`src/rtl/trans_est.sv`:
```
// Per-pixel transmission estimator: t = 255*(1 - omega*dark/A) via an 8-step restoring divider.
// Optional lower clamp of t to T_MIN is compiled in with `define TRANS_CLAMP_EN.
//
// state   | meaning
// --------+-----------------------------------------------------------
// S_IDLE  | in_ready high, waiting for an operand pair
// S_DIV   | one quotient bit per cycle, 8 cycles regardless of saturation
// S_SCALE | apply omega and register t
// S_OUT   | first cycle arms out_valid, then hold t until out_ready

module trans_est #(
    parameter int unsigned OMEGA = 243,
    parameter int unsigned T_MIN = 26
) (
    input  logic       clock_i,
    input  logic       reset_i,
    input  logic       in_valid_i,
    output logic       in_ready_o,
    input  logic [7:0] dark_i,
    input  logic [7:0] a_i,
    output logic       out_valid_o,
    input  logic       out_ready_i,
    output logic [7:0] t_o
);

    typedef enum logic [1:0] {
        S_IDLE,
        S_DIV,
        S_SCALE,
        S_OUT
    } state_t;

    localparam logic [7:0] OMEGA_B = 8'(OMEGA);
    localparam logic [7:0] T_MIN_B = 8'(T_MIN);
`ifdef TRANS_CLAMP_EN
    localparam bit CLAMP_EN = 1'b1;
`else
    localparam bit CLAMP_EN = 1'b0;
`endif

    state_t     state_q;
    logic [7:0] dark_q;
    logic [7:0] a_q;
    logic       sat_q;
    logic [7:0] quot_q;
    logic [8:0] rem_q;
    logic [2:0] cnt_q;
    logic [7:0] t_q;
    logic       in_ready_q;
    logic       out_valid_q;

    logic [8:0] rem_base;
    logic [9:0] rem_shift;
    logic       rem_ge;
    logic [8:0] rem_next;
    logic [7:0] q_sel;
    logic [7:0] p_hi;
    logic [7:0] t_raw;
    logic [7:0] t_fin;

    // The low dividend byte is zero and dark < A when not saturated, so the first
    // eight quotient bits are zero and the partial remainder enters as dark itself.
    always_comb begin
        rem_base  = (cnt_q == 3'd0) ? {1'b0, dark_q} : rem_q;
        rem_shift = {rem_base, 1'b0};
        rem_ge    = (rem_shift >= {2'b00, a_q});
        rem_next  = rem_ge ? 9'(rem_shift - {2'b00, a_q}) : rem_shift[8:0];
    end

    always_comb begin
        q_sel = sat_q ? 8'hFF : quot_q;
        p_hi  = 8'(({8'd0, OMEGA_B} * {8'd0, q_sel}) >> 8);
        t_raw = 8'd255 - p_hi;
        t_fin = (CLAMP_EN && (t_raw < T_MIN_B)) ? T_MIN_B : t_raw;
    end

    always_ff @(posedge clock_i) begin
        if (reset_i) begin
            state_q     <= S_IDLE;
            dark_q      <= 8'd0;
            a_q         <= 8'd0;
            sat_q       <= 1'b0;
            quot_q      <= 8'd0;
            rem_q       <= 9'd0;
            cnt_q       <= 3'd0;
            t_q         <= 8'd0;
            in_ready_q  <= 1'b1;
            out_valid_q <= 1'b0;
        end else begin
            case (state_q)
                S_IDLE: begin
                    if (in_valid_i && in_ready_q) begin
                        dark_q     <= dark_i;
                        a_q        <= a_i;
                        sat_q      <= (dark_i >= a_i);
                        quot_q     <= 8'd0;
                        rem_q      <= 9'd0;
                        cnt_q      <= 3'd0;
                        in_ready_q <= 1'b0;
                        state_q    <= S_DIV;
                    end
                end
                S_DIV: begin
                    rem_q  <= rem_next;
                    quot_q <= {quot_q[6:0], rem_ge};
                    cnt_q  <= cnt_q + 3'd1;
                    if (cnt_q == 3'd7) begin
                        state_q <= S_SCALE;
                    end
                end
                S_SCALE: begin
                    t_q     <= t_fin;
                    state_q <= S_OUT;
                end
                S_OUT: begin
                    // Arming out_valid one cycle into OUT fixes the latency at 10 cycles.
                    if (!out_valid_q) begin
                        out_valid_q <= 1'b1;
                    end else if (out_ready_i) begin
                        out_valid_q <= 1'b0;
                        in_ready_q  <= 1'b1;
                        state_q     <= S_IDLE;
                    end
                end
                default: begin
                    state_q <= S_IDLE;
                end
            endcase
        end
    end

    assign in_ready_o  = in_ready_q;
    assign out_valid_o = out_valid_q;
    assign t_o         = t_q;

endmodule
```
`config.mk`:
```
export PLATFORM = sky130hd
export DESIGN_NAME = trans_est
export DESIGN_NICKNAME = d
export VERILOG_FILES = /design/src/rtl/trans_est.sv
export SDC_FILE = /design/constraint.sdc
export NUM_CORES = 1
export LEC_CHECK = 0
export ABC_AREA = 1
export CELL_PAD_IN_SITES_DETAIL_PLACEMENT = 1
export CELL_PAD_IN_SITES_GLOBAL_PLACEMENT = 2
export CORE_AREA = 5 5 191 101
export DETAILED_ROUTE_END_ITERATION = 12
export DIE_AREA = 0 0 196 106
export PLACE_DENSITY_LB_ADDON = 0.1
export SYNTH_ARGS = -nofsm -noshare
export SYNTH_HDL_FRONTEND = slang
export SYNTH_SLANG_ARGS = --single-unit
```
`constraint.sdc`:
```
create_clock -name clock_i -period 6.51 [get_ports clock_i]
set_input_delay 1.302 -clock clock_i [delete_from_list [all_inputs] [get_ports clock_i]]
set_output_delay 1.302 -clock clock_i [all_outputs]
set_load 0.01 [all_outputs]
```
==> results.py, run 1 <==
metrics = {
    "yosys": {
        "syn_avg_cell_area_sq_um": 7.15,
        "ys_warn_count": 0,
        "synth_seq_cells": 49,
        "async_reset_ff_share_pct": 0,
        "synthCells": 594,
        "yosysSeqAreaShare_pct": 23.1,
        "synth_edf_count": 0,
        "netlist_area_sq_um": 4250,
        "synth_fp_nets": 693,
        "synth_ff_type": "dfxtp_1",
        "ys_types": 38,
    },
    "cells_and_area": {
        "layout_common_cells": "nand2_1 (120), inv_1 (111), ha_1 (63)",
        "syn2layout_area_growth_pct": 15.8,
        "final_nets": 716,
        "seqCellArea_sq_um": 981,
        "multi_input_area_sq_um": 2760,
        "final_common_cell": "nand2_1",
        "diodes": 0,
        "drive_gt1_share_pct": 5.34,
        "fill_cells": 2205,
    },
    "min_path": {
        "holdCritPathClass": "reg2reg",
        "hold_depth": 2,
    },
    "worst_setup_path": {
        "worstPathCellList": "or2_2 -> fa_1 -> ha_1 -> or2_2 -> fa_1 -> inv_1 -> fa_1 -> inv_1 -> ha_1 -> nand2_1 -> inv_1 -> a21oi_1 -> nor2_1 -> nor2_1 -> a21oi_1 -> nor2_1 -> nor2_1",
        "cp_common_cell": "nor2_1",
        "critical_path_class": "reg2reg",
        "r2r_slack_ps": 2260,
        "critPathLaunchType": "flip-flop",
        "arrival_ps": 4450,
        "cp.required_ps": 6700,
        "crit_fanout": 9,
        "reg2reg_depth": 17,
        "cp_slowest_stage_delay_ps": 540,
        "slowest_stage": "fa_1",
        "crit_path_end_kind": "flip-flop",
    },
    "routing": {
        "first_pass_iters": 4,
        "drt_iter0_markers": 137,
        "num_vias": 3689,
        "wire_per_inst_um": 15.5,
        "wl_met3_um": 404,
        "routed.top_layer": "met4",
        "detail-route-antenna-nets": 0,
        "drc": 0,
        "viasPerCell": 4.30,
        "routed_wl_um": 13300,
        "wl_met2_um": 4090,
        "wl_met1_um": 8760,
    },
    "timing": {
        "worst_slack_ps": 2260,
        "max_slew_margin_pct": 38.4,
        "fin_crit_sh_pct": 65.4,
        "fmax_mhz": 235,
        "setup_tns_ps": 0,
        "rsz0062_at_grt": "no",
        "finalSetupViolations": 0,
        "min_period_ps": 4250,
        "worst_slew_pin_slew_ps": 924,
        "skew_ps": 9.21,
        "slew_violations": 0,
        "finalHoldViolations": 0,
    },
    "placement": {
        "port_buffers": 29,
        "post-place-ws_ps": 2320,
        "hpwl_um": 11200,
        "globalplace.congestion": 0.799,
    },
    "cts": {
        "htree_levels": 2,
        "cts_buffers": 5,
        "clkTransAtPathRegs_ps": 80,
        "post_cts_buffers": 0,
        "holdBufCountCts": 0,
        "cts_tree": "done",
        "clockBufferDepth": 2,
        "worstSkewPairLatency_ps": 300,
        "cts.sinks": 49,
        "cts_root_buf": "clkbuf_16",
        "post_cts_resized": 0,
    },
    "power": {
        "pwr_density_cell_nw_per_um2": 464,
        "p_seq_share_pct": 19.1,
        "switching_share_pct": 52.9,
        "intPower_uw": 1080,
        "ir_worst_vdd_mv": 0.164,
        "leakage_uw": 0.00243,
        "switchingPower_uw": 1210,
        "p_clk_share_pct": 12.4,
        "p_comb_share_pct": 68.5,
    },
    "grt": {
        "track_usage_pct": 13.2,
        "grt_first_pass_wirelength_um": 21500,
        "antenna_found_initial": 0,
        "grt_max_degree": 30,
        "overflow": 0,
        "grt_pass1_vias": 3742,
    },
    "die": {
        "start_util_pct": 24.0,
        "die_h_um": 106,
        "dieWidth_um": 196,
        "io_pins": 30,
        "coreArea_sq_um": 17700,
        "row_count": 35,
        "dieArea_sq_um": 20800,
    },
    "flow_run": {
        "drv_cap": 0,
    },
    "outcome": {
        "outcome": "finished, final reports clean",
    },
}
power groups by stage:
stage	Combinational, uW	Sequential (uW)	Clock, uW
final	1560	437	283
after floorplan	1120	439	0
after detailed placement	1570	444	0
after global placement	1570	442	0
after CTS	1590	438	296
after global routing	1790	449	308
path summary, 6_finish.rpt:
kind                     startpoint                      to
min          dark_q[2]$_SDFFE_PP0P_  dark_q[2]$_SDFFE_PP0P_
min reg2reg  dark_q[2]$_SDFFE_PP0P_  dark_q[2]$_SDFFE_PP0P_
max              sat_q$_SDFFE_PP0P_     t_o[7]$_SDFFE_PP0P_
max reg2reg      sat_q$_SDFFE_PP0P_     t_o[7]$_SDFFE_PP0P_
through the flow:
stage | power [uW] | utilization (%) | area (sq um) | std cells | hold WS, ps
after floorplan | 1560 | - | 4250 | 594 | 425
after CTS | 2320 | 27.8 | 4920 | 858 | 464
after detailed placement | 2010 | 26.9 | 4760 | 850 | 453
after global routing | 2550 | 27.8 | 4920 | 858 | 500
after global placement | 2010 | 26.9 | 4760 | 850 | 455
final | 2280 | 27.8 | 4920 | 858 | 465
layer usage:
layer / track usage, % / up-vias
met5: 0 / -
met4: 1.94 / 0
met3: 2.63 / 2
met2: 15.0 / 46
met1: 23.7 / 1710
li1: - / 1931
cell usage after synthesis (all sizes together), types with 2 or more instances:
library cell | count | area (sq um)
a21o | 3 | 22.5
a21oi | 52 | 275
buf | 8 | 56.3
clkbuf | 5 | 18.8
dfxtp | 49 | 981
fa | 16 | 320
ha | 63 | 788
inv | 113 | 424
nand2 | 125 | 482
nand3 | 40 | 213
nand3b | 2 | 15.0
nand4 | 5 | 46.3
nor2 | 44 | 180
nor3 | 4 | 31.3
o211ai | 2 | 15.0
o21ai | 39 | 199
o21bai | 4 | 30.0
or2 | 8 | 50.1
xnor2 | 4 | 35.0
xor2 | 3 | 26.3
layout make-up:
type                    instances  share of cell area (%)
inverters                     113                    8.62
flip-flops and latches         49                    19.9
well taps                     240                    6.11
multi-input cells             418                    56.1
repair buffers                 30                    6.05
clock buffers                   5                    2.54
clock inverters                 3                   0.585
cell families after synthesis:
kind of cell	count (synthesis)	synth area share [%]
flip-flops	49	23.1
AO/OA/AOI/OAI	104	13.4
XOR/XNOR	7	1.44
AND/OR/NAND/NOR	228	24.0
adder cells (fa/ha/maj)	79	26.1
buffers and inverters	127	12.0
sequential cells by signal, indices dropped and copies added, names as in the netlist:
name and count:
dark_q 8, cnt_q 3, state_q 2, in_ready_o 1, a_q 8, sat_q 1, out_valid_o 1, quot_q 8
rem_q 9, t_o 8
worst max-delay path: cells and delay by family, from the launching register on:
family / cells / cell delay [ps]
AOI/OAI and AO/OA: 2 / 330
adders and majority gates: 5 / 2120
buffers and inverters: 3 / 170
DFF: 1 / 370
and+or+nand+nor: 7 / 1170
No activity file was read; power rests on OpenSTA's default activity.
==> inputs of run 2 (changes only) <==
clock period = 4.4 ns   (was 6.51 ns; I/O delays follow)
==> run 2 against run 1 <==
Against the previous run:
- highest routed layer unchanged
- critical path type unchanged
- non-clock buffer count is 1 higher
- combinational power up 51%
- maximum frequency is 2.0% higher
- flip-flop and latch count is the same
- critical endpoint is now t_o[4]$_SDFFE_PP0P_
- register-to-register slack got worse by 2000 ps
- first-iteration DRC count increased by 45%
- clock skew is 5.2 ps higher
- via count is 0.68% higher
- sequential power is 48% higher
==> results.py, run 2 (same netlist as run 1, synthesis figures left out) <==
metrics = {
    "cts": {
        "cts_buffers": 5,
        "cts_root_buf": "clkbuf_16",
        "htree_levels": 2,
        "clockBufferDepth": 2,
        "cts_tree": "done",
        "holdBufCountCts": 0,
        "cts.sinks": 49,
        "clkTransAtPathRegs_ps": 70,
        "worstSkewPairLatency_ps": 300,
    },
    "die": {
        "coreArea_sq_um": 17700,
        "dieWidth_um": 196,
        "start_util_pct": 24.0,
        "io_pins": 30,
        "dieArea_sq_um": 20800,
        "die_h_um": 106,
        "row_count": 35,
    },
    "grt": {
        "overflow": 0,
        "grt_max_degree": 30,
        "grt_first_pass_wirelength_um": 21600,
        "grt_pass1_vias": 3841,
        "antenna_found_initial": 0,
        "track_usage_pct": 13.2,
    },
    "cells_and_area": {
        "fin_cells": 859,
        "largest_reg_flops": 9,
        "syn2layout_area_growth_pct": 16.5,
        "layout_common_cells": "nand2_1 (118), inv_1 (111), ha_1 (61)",
        "largest_register": "rem_q",
        "final_common_cell": "nand2_1",
        "drive_gt1_share_pct": 6.62,
        "final_nets": 717,
        "diodes": 0,
    },
    "placement": {
        "post-place-ws_ps": 94.5,
        "globalplace.congestion": 0.798,
        "port_buffers": 29,
        "dpl.cell_count": 851,
        "hpwl_um": 11300,
    },
    "min_path": {
        "holdCritPathClass": "reg2reg",
    },
    "timing": {
        "skew_ps": 14.4,
        "finalHoldViolations": 0,
        "fin_crit_sh_pct": 94.8,
        "setup_tns_ps": 0,
        "max_slew_margin_pct": 39.8,
        "slew_violations": 0,
        "fmax_mhz": 240,
        "worst_slack_ps": 228,
        "min_period_ps": 4170,
        "rsz0062_at_grt": "no",
        "worst_slew_pin_slew_ps": 902,
        "finalSetupViolations": 0,
    },
    "worst_setup_path": {
        "crit_fanout": 9,
        "crit_path_end_kind": "flip-flop",
        "arrival_ps": 4370,
        "crit_buf_inv": 3,
        "cp_slowest_stage_delay_ps": 540,
        "critical_path_class": "reg2reg",
        "critPathLaunchType": "flip-flop",
        "path_delay_family": "adder cells",
        "worstPathCellList": "or2_2 -> ha_1 -> xor2_1 -> ha_1 -> fa_1 -> inv_1 -> fa_1 -> inv_1 -> ha_1 -> a21oi_1 -> o21ai_0 -> nand2_1 -> nand3_1 -> nand2_1 -> nand2_1 -> o21ai_0 -> inv_1",
        "slowest_stage": "fa_1",
        "cp.required_ps": 4600,
    },
    "power": {
        "pwr_density_cell_nw_per_um2": 692,
        "ir_worst_vdd_mv": 0.251,
        "leakage_uw": 0.00243,
        "p_total_uw": 3420,
    },
    "outcome": {
        "outcome": "finished, final reports clean",
    },
    "routing": {
        "drc": 0,
        "viasPerCell": 4.32,
        "routed_wl_um": 13400,
        "num_vias": 3714,
        "drt_iter0_markers": 198,
        "detail-route-antenna-nets": 0,
        "first_pass_iters": 4,
        "wire_per_inst_um": 15.6,
    },
    "flow_run": {
        "drv_cap": 0,
    },
}
[run 2: final timing paths]
kind         slack (ps)             startpoint  cells after the start                    end
max                 230     sat_q$_SDFFE_PP0P_                     17    t_o[4]$_SDFFE_PP0P_
min                 470  rem_q[4]$_SDFFE_PP0P_                      2  rem_q[4]$_SDFFE_PP0P_
max reg2reg         230     sat_q$_SDFFE_PP0P_                     17    t_o[4]$_SDFFE_PP0P_
min reg2reg         470  rem_q[4]$_SDFFE_PP0P_                      2  rem_q[4]$_SDFFE_PP0P_
[run 2: what timing repair did]
item,in CTS,in global routing
setup buffers,0,0
endpoints found under the setup margin,0,5
gates resized for setup,0,8
[run 2: cell type report]
| cell class | count | area [sq um] |
|---|---|---|
| fillers | 2209 | 12700 |
| multi-input cells | 418 | 2780 |
| flip-flops and latches | 49 | 981 |
| inverters | 113 | 424 |
| repair buffers | 31 | 305 |
| well taps | 240 | 300 |
| clock buffers | 5 | 125 |
| clock inverters | 3 | 28.8 |
[run 2: layer usage]
metal | part of all wire, % | GRT usage, % | routed length (um)
met1 | 65 | 23.3 | 8660
met2 | 32 | 15.5 | 4230
met3 | 3.2 | 2.63 | 427
met4 | 0.41 | 1.79 | 55
met5 | 0 | 0 | 0
[run 2: power by group]
group,switching [uW],internal (uW),total (uW)
clock,193,218,412
sequential,74.2,572,646
combinational,1540,825,2360
[run 2: worst reg2reg max path, stage by stage, from the launching register on]
cell and delay [ps]:
dfxtp_1 370, or2_2 360, ha_1 360, xor2_1 160
ha_1 300, fa_1 540, inv_1 50, fa_1 510
inv_1 50, ha_1 350, a21oi_1 340, o21ai_0 160
nand2_1 90, nand3_1 90, nand2_1 80, nand2_1 50
o21ai_0 160, inv_1 50
[run 2: metrics by stage]
stage	instance area, sq um	util (%)	hold slack, ps
3_5_place_dp	4770	27.0	460
5_1_grt	4950	28.0	488
4_1_cts	4930	27.8	471
2_1_floorplan	4250	-	425
6_report	4950	28.0	470
3_3_place_gp	4770	27.0	454
